### src/rtl/vend_txn_sequencer_if.sv
// rtl/vend_txn_sequencer_if.sv - request, table and command bus of the vend transaction sequencer
//
// Purpose: bundles every sequencer signal except clock and reset.
// Ports (by group):
//   request  : mode, reqValid, reqReady, productCode, productCount
//   table    : tableAddr, priceRdData, stockRdData, customerMoney
//   commands : debitValid/debitReady/debitAmount, stockDecValid/stockDecReady/stockDecCount
//   result   : doneValid, status, isError
// Modports: master = environment (request source, tables, stores), slave = sequencer.
interface vend_txn_sequencer_if #(
    parameter int CODE_W = 3,
    parameter int VAL_W  = 4
);
    logic [2:0]        mode;
    logic              reqValid;
    logic              reqReady;
    logic [CODE_W-1:0] productCode;
    logic [VAL_W-1:0]  productCount;
    logic [CODE_W-1:0] tableAddr;
    logic [VAL_W-1:0]  priceRdData;
    logic [VAL_W-1:0]  stockRdData;
    logic [VAL_W-1:0]  customerMoney;
    logic              debitValid;
    logic              debitReady;
    logic [VAL_W-1:0]  debitAmount;
    logic              stockDecValid;
    logic              stockDecReady;
    logic [VAL_W-1:0]  stockDecCount;
    logic              doneValid;
    logic [2:0]        status;
    logic              isError;

    modport master (
        output mode, reqValid, productCode, productCount,
        output priceRdData, stockRdData, customerMoney,
        output debitReady, stockDecReady,
        input  reqReady, tableAddr, debitValid, debitAmount,
        input  stockDecValid, stockDecCount, doneValid, status, isError
    );

    modport slave (
        input  mode, reqValid, productCode, productCount,
        input  priceRdData, stockRdData, customerMoney,
        input  debitReady, stockDecReady,
        output reqReady, tableAddr, debitValid, debitAmount,
        output stockDecValid, stockDecCount, doneValid, status, isError
    );
endinterface

### src/rtl/vend_txn_sequencer.sv
// rtl/vend_txn_sequencer.sv - buy-transaction sequencer: lookup, check, commit, report
//
// Purpose: accepts a buy request, reads price/stock for the product, checks
// quantity/stock/funds, then issues debit and stock-decrement commands and
// reports a one-cycle doneValid with a status code.
// Ports:
//   mainClock : rising-edge clock
//   resetN    : asynchronous active-low reset
//   bus       : vend_txn_sequencer_if.slave (request, table, command, result groups)
// Status codes: 0 OK, 1 zero count, 2 short stock, 3 short funds, 4 commit timeout.
module vend_txn_sequencer #(
    parameter int CODE_W  = 3,
    parameter int VAL_W   = 4,
    parameter int TIMEOUT = 15
) (
    input  logic                 mainClock,
    input  logic                 resetN,
    vend_txn_sequencer_if.slave  bus
);
    localparam int CNT_W = (TIMEOUT < 2) ? 1 : $clog2(TIMEOUT + 1);

    localparam logic [2:0] ST_OK      = 3'b000;
    localparam logic [2:0] ST_ZERO    = 3'b001;
    localparam logic [2:0] ST_STOCK   = 3'b010;
    localparam logic [2:0] ST_FUNDS   = 3'b011;
    localparam logic [2:0] ST_TIMEOUT = 3'b100;

    typedef enum logic [2:0] {
        IDLE   = 3'd0,
        LOOKUP = 3'd1,
        CHECK  = 3'd2,
        COMMIT = 3'd3,
        DONE   = 3'd4
    } stateType;

    stateType          state;
    logic [VAL_W-1:0]  countReg;
    logic [CNT_W-1:0]  commitCnt;

    logic [2*VAL_W-1:0] cost;
    logic [2:0]         checkStatus;
    logic               debitFin;
    logic               stockFin;
    logic               timeUp;

    // Full-width product so an overflowing cost can never alias to an affordable one.
    assign cost = (2*VAL_W)'(bus.priceRdData) * (2*VAL_W)'(countReg);

    always_comb begin
        checkStatus = ST_OK;
        if (countReg == '0) begin
            checkStatus = ST_ZERO;
        end else if (countReg > bus.stockRdData) begin
            checkStatus = ST_STOCK;
        end else if (cost > {{VAL_W{1'b0}}, bus.customerMoney}) begin
            checkStatus = ST_FUNDS;
        end
    end

    // A command is finished once its valid is low or it handshakes this cycle.
    assign debitFin = !bus.debitValid || bus.debitReady;
    assign stockFin = !bus.stockDecValid || bus.stockDecReady;
    assign timeUp   = (commitCnt == CNT_W'(TIMEOUT - 1));

    always_ff @(posedge mainClock or negedge resetN) begin
        if (!resetN) begin
            state             <= IDLE;
            countReg          <= '0;
            commitCnt         <= '0;
            bus.reqReady      <= 1'b0;
            bus.tableAddr     <= '0;
            bus.debitValid    <= 1'b0;
            bus.stockDecValid <= 1'b0;
            bus.debitAmount   <= '0;
            bus.stockDecCount <= '0;
            bus.doneValid     <= 1'b0;
            bus.status        <= ST_OK;
            bus.isError       <= 1'b0;
        end else begin
            bus.doneValid <= 1'b0;
            case (state)
                IDLE: begin
                    if (bus.reqValid && bus.reqReady && (bus.mode == 3'b000)) begin
                        // tableAddr doubles as the latched product code.
                        bus.tableAddr <= bus.productCode;
                        countReg      <= bus.productCount;
                        bus.reqReady  <= 1'b0;
                        bus.isError   <= 1'b0;
                        state         <= LOOKUP;
                    end else begin
                        bus.reqReady <= 1'b1;
                    end
                end

                LOOKUP: begin
                    bus.tableAddr <= '0;
                    state         <= CHECK;
                end

                CHECK: begin
                    if (checkStatus != ST_OK) begin
                        bus.status    <= checkStatus;
                        bus.isError   <= 1'b1;
                        bus.doneValid <= 1'b1;
                        state         <= DONE;
                    end else begin
                        bus.debitAmount   <= cost[VAL_W-1:0];
                        bus.stockDecCount <= countReg;
                        bus.debitValid    <= 1'b1;
                        bus.stockDecValid <= 1'b1;
                        commitCnt         <= '0;
                        state             <= COMMIT;
                    end
                end

                COMMIT: begin
                    if (bus.debitValid && bus.debitReady) begin
                        bus.debitValid <= 1'b0;
                    end
                    if (bus.stockDecValid && bus.stockDecReady) begin
                        bus.stockDecValid <= 1'b0;
                    end
                    // Completion on the last allowed cycle still counts as OK.
                    if (debitFin && stockFin) begin
                        bus.status    <= ST_OK;
                        bus.isError   <= 1'b0;
                        bus.doneValid <= 1'b1;
                        state         <= DONE;
                    end else if (timeUp) begin
                        bus.debitValid    <= 1'b0;
                        bus.stockDecValid <= 1'b0;
                        bus.status        <= ST_TIMEOUT;
                        bus.isError       <= 1'b1;
                        bus.doneValid     <= 1'b1;
                        state             <= DONE;
                    end else begin
                        commitCnt <= commitCnt + CNT_W'(1);
                    end
                end

                DONE: begin
                    bus.reqReady <= 1'b1;
                    state        <= IDLE;
                end

                default: begin
                    state <= IDLE;
                end
            endcase
        end
    end
endmodule

### src/flat_wrapper.sv
// flat-port wrapper written by rule: the top's interface ports become plain ports
module vend_txn_sequencer_flat 
#(
    parameter int CODE_W  = 3,
    parameter int VAL_W   = 4,
    parameter int TIMEOUT = 15
)
  (mainClock, resetN, bus_mode, bus_reqValid, bus_productCode, bus_productCount, bus_priceRdData, bus_stockRdData, bus_customerMoney, bus_debitReady, bus_stockDecReady, bus_reqReady, bus_tableAddr, bus_debitValid, bus_debitAmount, bus_stockDecValid, bus_stockDecCount, bus_doneValid, bus_status, bus_isError);
  vend_txn_sequencer_if #(.CODE_W(CODE_W), .VAL_W(VAL_W)) bus_i ();
  input  logic mainClock;
  input  logic resetN;
  input wire logic [$bits(bus_i.mode)-1:0] bus_mode;
  input wire logic [$bits(bus_i.reqValid)-1:0] bus_reqValid;
  input wire logic [$bits(bus_i.productCode)-1:0] bus_productCode;
  input wire logic [$bits(bus_i.productCount)-1:0] bus_productCount;
  input wire logic [$bits(bus_i.priceRdData)-1:0] bus_priceRdData;
  input wire logic [$bits(bus_i.stockRdData)-1:0] bus_stockRdData;
  input wire logic [$bits(bus_i.customerMoney)-1:0] bus_customerMoney;
  input wire logic [$bits(bus_i.debitReady)-1:0] bus_debitReady;
  input wire logic [$bits(bus_i.stockDecReady)-1:0] bus_stockDecReady;
  output wire logic [$bits(bus_i.reqReady)-1:0] bus_reqReady;
  output wire logic [$bits(bus_i.tableAddr)-1:0] bus_tableAddr;
  output wire logic [$bits(bus_i.debitValid)-1:0] bus_debitValid;
  output wire logic [$bits(bus_i.debitAmount)-1:0] bus_debitAmount;
  output wire logic [$bits(bus_i.stockDecValid)-1:0] bus_stockDecValid;
  output wire logic [$bits(bus_i.stockDecCount)-1:0] bus_stockDecCount;
  output wire logic [$bits(bus_i.doneValid)-1:0] bus_doneValid;
  output wire logic [$bits(bus_i.status)-1:0] bus_status;
  output wire logic [$bits(bus_i.isError)-1:0] bus_isError;
  assign bus_i.mode = bus_mode;
  assign bus_i.reqValid = bus_reqValid;
  assign bus_i.productCode = bus_productCode;
  assign bus_i.productCount = bus_productCount;
  assign bus_i.priceRdData = bus_priceRdData;
  assign bus_i.stockRdData = bus_stockRdData;
  assign bus_i.customerMoney = bus_customerMoney;
  assign bus_i.debitReady = bus_debitReady;
  assign bus_i.stockDecReady = bus_stockDecReady;
  assign bus_reqReady = bus_i.reqReady;
  assign bus_tableAddr = bus_i.tableAddr;
  assign bus_debitValid = bus_i.debitValid;
  assign bus_debitAmount = bus_i.debitAmount;
  assign bus_stockDecValid = bus_i.stockDecValid;
  assign bus_stockDecCount = bus_i.stockDecCount;
  assign bus_doneValid = bus_i.doneValid;
  assign bus_status = bus_i.status;
  assign bus_isError = bus_i.isError;
  vend_txn_sequencer #(.CODE_W(CODE_W), .VAL_W(VAL_W), .TIMEOUT(TIMEOUT)) u_core (.mainClock(mainClock), .resetN(resetN), .bus(bus_i));
endmodule
### config.mk
export PLATFORM = sky130hd
export DESIGN_NAME = vend_txn_sequencer_flat
export DESIGN_NICKNAME = d
export VERILOG_FILES = /design/src/rtl/vend_txn_sequencer_if.sv /design/src/rtl/vend_txn_sequencer.sv /design/src/flat_wrapper.sv
export SDC_FILE = /design/constraint.sdc
export NUM_CORES = 1
export LEC_CHECK = 0
export CORE_MARGIN = 2
export CORE_UTILIZATION = 51
export CTS_CLUSTER_SIZE = 12
export DETAILED_ROUTE_END_ITERATION = 7
export GPL_TIMING_DRIVEN = 0
export HOLD_SLACK_MARGIN = 0.12
export PLACE_DENSITY_LB_ADDON = 0.2
export SYNTH_ARGS = -nofsm -noshare
export SYNTH_HDL_FRONTEND = slang
export SYNTH_SLANG_ARGS = --single-unit
### constraint.sdc
create_clock -name mainClock -period 5.2 [get_ports mainClock]
set_input_delay 1.04 -clock mainClock [delete_from_list [all_inputs] [get_ports mainClock]]
set_output_delay 1.04 -clock mainClock [all_outputs]
set_load 0.02 [all_outputs]
==> impl_results.md, run 1 <==
- Tot Pwr: 1.42 mW
- Final Hold Fails: 0
- First-pass GRT wire length: 7.42 mm
- Clock Tree Buf Depth: 2
- Ys Warns: 0
- DRC Markers: 0
- Status: completed
- GPL Wtd Cong: 0.790
- Post-Syn Nets: 259
- CTS sink cnt: 30
- Design area: 0.00271 mm^2
- Syn Area/Cell: 9.97 um^2
- Num ports: 46
- Global route total overflow: 0
- FF+latch area: 751 um^2
- PortBufs: 45
- Detailed Routing Iterations Pass 1: 4
- Routed WL: 4.29 mm
- Largest net degree at the start of global routing: 31
- Worst hold path type: flip-flop to flip-flop
- Final nets: 313
- Synth area leaders: dfrtp_1 37%, ha_1 13%, mux2_2 5.5%
- Skew final: 0.0106 ns
- # diodes: 0
- Leading area contributor after synthesis: dfrtp_1
- Vias in the first global route: 1,692
- Max-slew headroom: 55.4%
- Initial drt markers: 92
- Share of cells above drive strength 1: 10.4%
- Multi-input gate area: 0.00121 mm^2
- Vias/cell: 5.37
- Layout Cells excl Fill: 310
- Vias: 1,665
- Syn-to-layout area delta: 31.9%
- Placed cells: 301
- Cell row count: 23
- Count leader, synth: dfrtp_1
- Die X-Extent: 67.5 um
- Final Critical Period: 4.84 ns
- Initial antenna violation count: 0
- Arr. time, crit path: 5.02 ns
- Final Util: 68.7%
- Yosys cell types: 45
- CP startpoint kind: input port
- Unrepaired setup endpoints after global routing: false
- Fmax: 206 MHz
- Max-cap violation count: 0
- CTS tree: yes
- Slew of the pin with the lowest slew margin: 0.669 ns
- TNS Setup: 0 ns
- Global Route Usage Sum: 21.8%
- Hold_buf cts: 0
- Root Driver: clkbuf_8
- Pwr per Cell Area: 525 mW/mm^2
- Initial Utilization: 52.1%
- Die area: 0.00455 mm^2
- Sequential cell area fraction in the yosys report: 36.5%
- Antenna Nets Post-Route: 0
- Worst-path clk slew: 0.07 ns
- Asr flop ratio synth: 100%
- Core area: 0.00394 mm^2
- Worst setup EP type: flip-flop
- Final slew viol count: 0
- Die Ht: 67.5 um
- CP required: 5.38 ns
- Crit path kind: input port to flip-flop
- DR WL/cell: 13.8 um
- Yosys top cell area share: 36.5%
- Leakage: 1.26 nW
- CTS H-Tree Depth: 2
- Number of fill cells in the layout: 316
- Final Cycle Share: 93.2%
- Ys flop type: dfrtp_1
- Clock latency on the worst-skew pair: 0.29 ns
- VDD IR max: 0.289 mV
- Final Setup Violations: 0
- Placed cell areas: 0.00257 mm^2
- Gate Count Post-Synth: 206
- Post-synth EDFFs: 0
- Synthesis-stage register bit count: 30
- CTS Buf Count: 5
- Post-synth top cells: 30 x dfrtp_1, 22 x ha_1, 20 x inv_1
- Max FO, Critical Path: 7
- Mapped Area: 0.00205 mm^2
- DPL Wire Length: 3.20 mm
power breakdown:
part	internal [mW]	switching [mW]	total [mW]
sequential	0.302	0.0723	0.374
combinational	0.397	0.410	0.807
clock	0.153	0.0870	0.240
total	0.852	0.570	1.42
registers in the layout (all words and copies together), names as in the netlist:
name                      count
u_core.bus.debitAmount        4
u_core.bus.debitValid         1
u_core.bus.doneValid          1
u_core.bus.isError            1
u_core.bus.reqReady           1
u_core.bus.status             3
u_core.bus.stockDecCount      4
u_core.bus.stockDecValid      1
u_core.bus.tableAddr          3
u_core.commitCnt              4
u_core.countReg               4
u_core.state                  3
final cells by class:
type	count	area share, %
multi-input cells	152	44.8
well taps	50	2.31
clock inverters	1	1.11
clock buffers	6	3.05
plain buffers	4	0.831
flip-flops and latches	30	27.7
inverters	20	2.77
repair buffers	47	17.5
critical path, stage by stage:
cell and delay (ns):
clkdlybuf4s50_1 0.51, nand2_1 0.10, fa_1 0.54, inv_1 0.05, fa_1 0.56, inv_1 0.06
fa_1 0.53, inv_1 0.06, ha_1 0.31, nand2_1 0.05, o21ai_0 0.30, a211oi_4 0.11
buf_4 0.16, buf_12 0.12, a21oi_1 0.15, mux2_2 0.35
through the flow:
step,worst slack [ns],hold WS [ns]
after CTS,0.0823,0.501
after floorplan,0.667,0.524
after detailed placement,-0.216,0.482
after global routing,0.167,0.519
after global placement,-0.147,0.467
final,0.356,0.504
path summary, 6_finish.rpt:
check	to	slack, ns	from	cells after the start
min in group asynchronous	u_core.commitCnt[0]$_DFFE_PN0P_	0.78	resetN	1
max reg2reg	u_core.bus.isError$_DFFE_PN0P_	1.12	u_core.countReg[3]$_DFFE_PN0P_	15
max in group asynchronous	u_core.countReg[3]$_DFFE_PN0P_	3.98	resetN	1
min	u_core.bus.debitAmount[1]$_DFFE_PN0P_	0.50	u_core.bus.debitAmount[1]$_DFFE_PN0P_	1
min reg2reg	u_core.bus.debitAmount[1]$_DFFE_PN0P_	0.50	u_core.bus.debitAmount[1]$_DFFE_PN0P_	1
max	u_core.bus.isError$_DFFE_PN0P_	0.36	bus_priceRdData[0]	16
cell families after synthesis:
kind of cell / synth area share [%]
buffers and inverters: 4.75
AND/OR/NAND/NOR: 17.1
adder cells (fa/ha/maj): 17.3
multiplexers: 7.06
AO/OA/AOI/OAI: 16.0
XOR/XNOR: 1.28
flip-flops: 36.5
per-layer routing:
layer	part of all wire (%)	wire length, um	global-route usage [%]
met3	5.8	247	4.83
met1	48	2070	28.5
met5	0	0	0
met4	1.6	68	10.5
met2	44	1900	34.1
layout by cell type (no fill, tap or decap), types with 2 or more instances in the layout:
cell type        count
nor3_1               2
clkbuf_1             3
nand3_1              3
clkbuf_8             6
xnor2_1              3
clkdlybuf4s50_1     44
ha_1                22
a21oi_1             11
o21ai_0             12
nand3b_1             3
mux2_2              10
inv_1               20
a211oi_1             2
and2_1              14
nor2b_1              3
and3_1               2
fa_1                 4
o22a_1               2
a22oi_1              4
or2_2                2
or4_1                3
nor2_1              10
nand2_1             10
nand2b_1             4
dfrtp_1             30
a31oi_1              4
mux2_1               2
o22ai_1              2
repair_timing:
action                                  4_1_cts  5_1_grt
buffers inserted                              0        2
endpoints found under the setup margin        0        7
resized for setup                             0        1
Power figures use the tool's default switching activity.
==> run 2, diff against run 1 <==
--- a/config.mk
+++ b/config.mk
@@ -6,9 +6,10 @@
 export NUM_CORES = 1
 export LEC_CHECK = 0
 export CORE_MARGIN = 2
-export CORE_UTILIZATION = 51
+export CORE_UTILIZATION = 63
 export CTS_CLUSTER_SIZE = 12
 export DETAILED_ROUTE_END_ITERATION = 7
+export DONT_BUFFER_PORTS = 1
 export GPL_TIMING_DRIVEN = 0
 export HOLD_SLACK_MARGIN = 0.12
 export PLACE_DENSITY_LB_ADDON = 0.2
==> impl_results.md, run 2 (same netlist as run 1, synthesis figures left out) <==
- Die Ht: 61.1 um (-9.4%)
- Setup crit start: bus_priceRdData[0]
- Global Route Usage Sum: 25.2% (+3.4 points)
- Max-slew headroom: 59.2% (+3.8 points)
- Status: completed
- Setup WS post-layout: 0.690 ns (+0.334 ns)
- Antenna Nets Post-Route: 0 (unchanged)
- Vias: 1,554 (-6.7%)
- Unrepaired setup endpoints after global routing: false
- Max FO, Critical Path: 9 (+2)
- DRC Markers: 0 (unchanged)
- Leakage: 1.05 nW (-16%)
- CTS Buf Count: 5 (unchanged)
- CP startpoint kind: input port
- Vias in the first global route: 1,548 (-8.5%)
- Share of cells above drive strength 1: 11.2% (+0.83 points)
- Final Critical Period: 4.51 ns (-0.334 ns)
- CTS tree: yes
- Detailed Routing Iterations Pass 1: 4 (unchanged)
- Root Driver: clkbuf_4
- DR WL/cell: 15.7 um (+13%)
- Cell row count: 20 (-13%)
- Die X-Extent: 61.1 um (-9.4%)
- Final slew viol count: 0 (unchanged)
- CP required: 5.42 ns (+0.04 ns)
- Commonest non-fill, non-tap cell in the layout: dfrtp_1
- Final Hold Fails: 0 (unchanged)
- Slew of the pin with the lowest slew margin: 0.611 ns (-0.0582 ns)
- Initial drt markers: 93 (+1.1%)
- CTS H-Tree Depth: 2 (unchanged)
- Clock latency on the worst-skew pair: 0.33 ns (+0.04 ns)
- GPL Wtd Cong: 0.830 (+5.0%)
- Postcts setup bufs: 0 (unchanged)
- Arr. time, crit path: 4.73 ns (-0.29 ns)
- Die area: 0.00373 mm^2 (-18%)
- First-pass GRT wire length: 6.88 mm (-7.3%)
- Skew final: 0.00876 ns (-0.00182 ns)
- VDD IR max: 0.309 mV (+7.2%)
- Worst hold path type: input port to asynchronous set/reset pin
- Layout Cells excl Fill: 258 (-17%)
- Num ports: 46 (unchanged)
- Crit path kind: input port to flip-flop
- TNS Setup: 0 ns (unchanged)
- Initial Utilization: 66.7% (+15 points)
- Worst-path clk slew: 0.09 ns (+0.02 ns)
- Clock Tree Buf Depth: 2 (unchanged)
- Tot Pwr: 1.13 mW (-20%)
- Largest net degree at the start of global routing: 31 (unchanged)
- Final nets: 266 (-15%)
- PortBufs: 0 (-100%)
- Final Setup Violations: 0 (unchanged)
- Initial antenna violation count: 0 (unchanged)
- # diodes: 0 (unchanged)
- Syn-to-layout area delta: 5.60%
- Worst setup EP type: flip-flop
- CTS sink cnt: 30 (unchanged)
- Placed cells: 250 (-17%)
- Vias/cell: 6.02 (+12%)
- Fmax: 222 MHz (+7.4%)
- Core area: 0.00308 mm^2 (-22%)
- DPL Wire Length: 3.24 mm (+1.3%)
- Final Cycle Share: 86.7% (-6.4 points)
- Global route total overflow: 0 (unchanged)
- Max-cap violation count: 0 (unchanged)
- Routed WL: 4.05 mm (-5.6%)
- Pre-CTS setup slack: 0.312 ns (+0.528 ns)
- CTS resizes: 0 (unchanged)
- Most frequent cells in the layout: 30 x dfrtp_1, 22 x ha_1, 20 x inv_1
- Pwr per Cell Area: 523 mW/mm^2 (-0.35%)
- Hold_buf cts: 0 (unchanged)
- R2R Path Start: u_core.countReg[3]$_DFFE_PN0P_
## run 2: area by class of cell
class / count / area, um^2
fillers: 264 / 908
inverters: 20 / 75.1
clock buffers: 7 / 55.1
multi-input cells: 152 / 1210
clock inverters: 1 / 5.00
plain buffers: 4 / 22.5
flip-flops and latches: 30 / 751
well taps: 44 / 55.1
## run 2: worst paths after layout
| kind | endpoint | slack [ns] | cells after the start |
|---|---|---|---|
| worst min register to register | u_core.commitCnt[0]$_DFFE_PN0P_ | 0.59 | 2 |
| worst max register to register | u_core.bus.debitAmount[2]$_DFFE_PN0P_ | 0.84 | 14 |
| min in group mainClock | u_core.commitCnt[0]$_DFFE_PN0P_ | 0.59 | 2 |
| max in group asynchronous | u_core.countReg[0]$_DFFE_PN0P_ | 4.72 | 0 |
| worst min-delay path | u_core.bus.debitAmount[2]$_DFFE_PN0P_ | 0.39 | 0 |
| worst max-delay path | u_core.bus.debitAmount[2]$_DFFE_PN0P_ | 0.69 | 14 |
## run 2: stage by stage
stage | hold WS, ns | area (um^2) | utilization [%]
after CTS | 0.381 | 2170 | 70.5
after detailed placement | 0.568 | 2110 | 68.5
final | 0.387 | 2170 | 70.5
after global routing | 0.357 | 2170 | 70.5
after floorplan | 0.524 | 2050 | -
after global placement | 0.552 | 2110 | 68.5
## run 2: power by group
part	internal, mW	switching (mW)
Sequential	0.301	0.135
Combinational	0.249	0.304
Clock	0.0654	0.0796
## run 2: routing by layer
metal | GRT usage (%) | vias up | wire length, um
met1 | 31.6 | 755 | 1720
li1 | - | 751 | -
met2 | 42.1 | 40 | 2040
met3 | 6.93 | 8 | 233
met4 | 8.07 | 0 | 53
met5 | 0 | - | 0
## run 2: worst max-delay path: stages
cell      delay (ns)
nand2_1         0.06
fa_1            0.54
inv_1           0.05
fa_1            0.56
inv_1           0.07
fa_1            0.54
inv_1           0.05
ha_1            0.31
a21oi_1         0.15
o21ai_0         0.11
a211oi_2        0.54
and2_1          0.24
buf_6           0.14
mux2_1          0.32
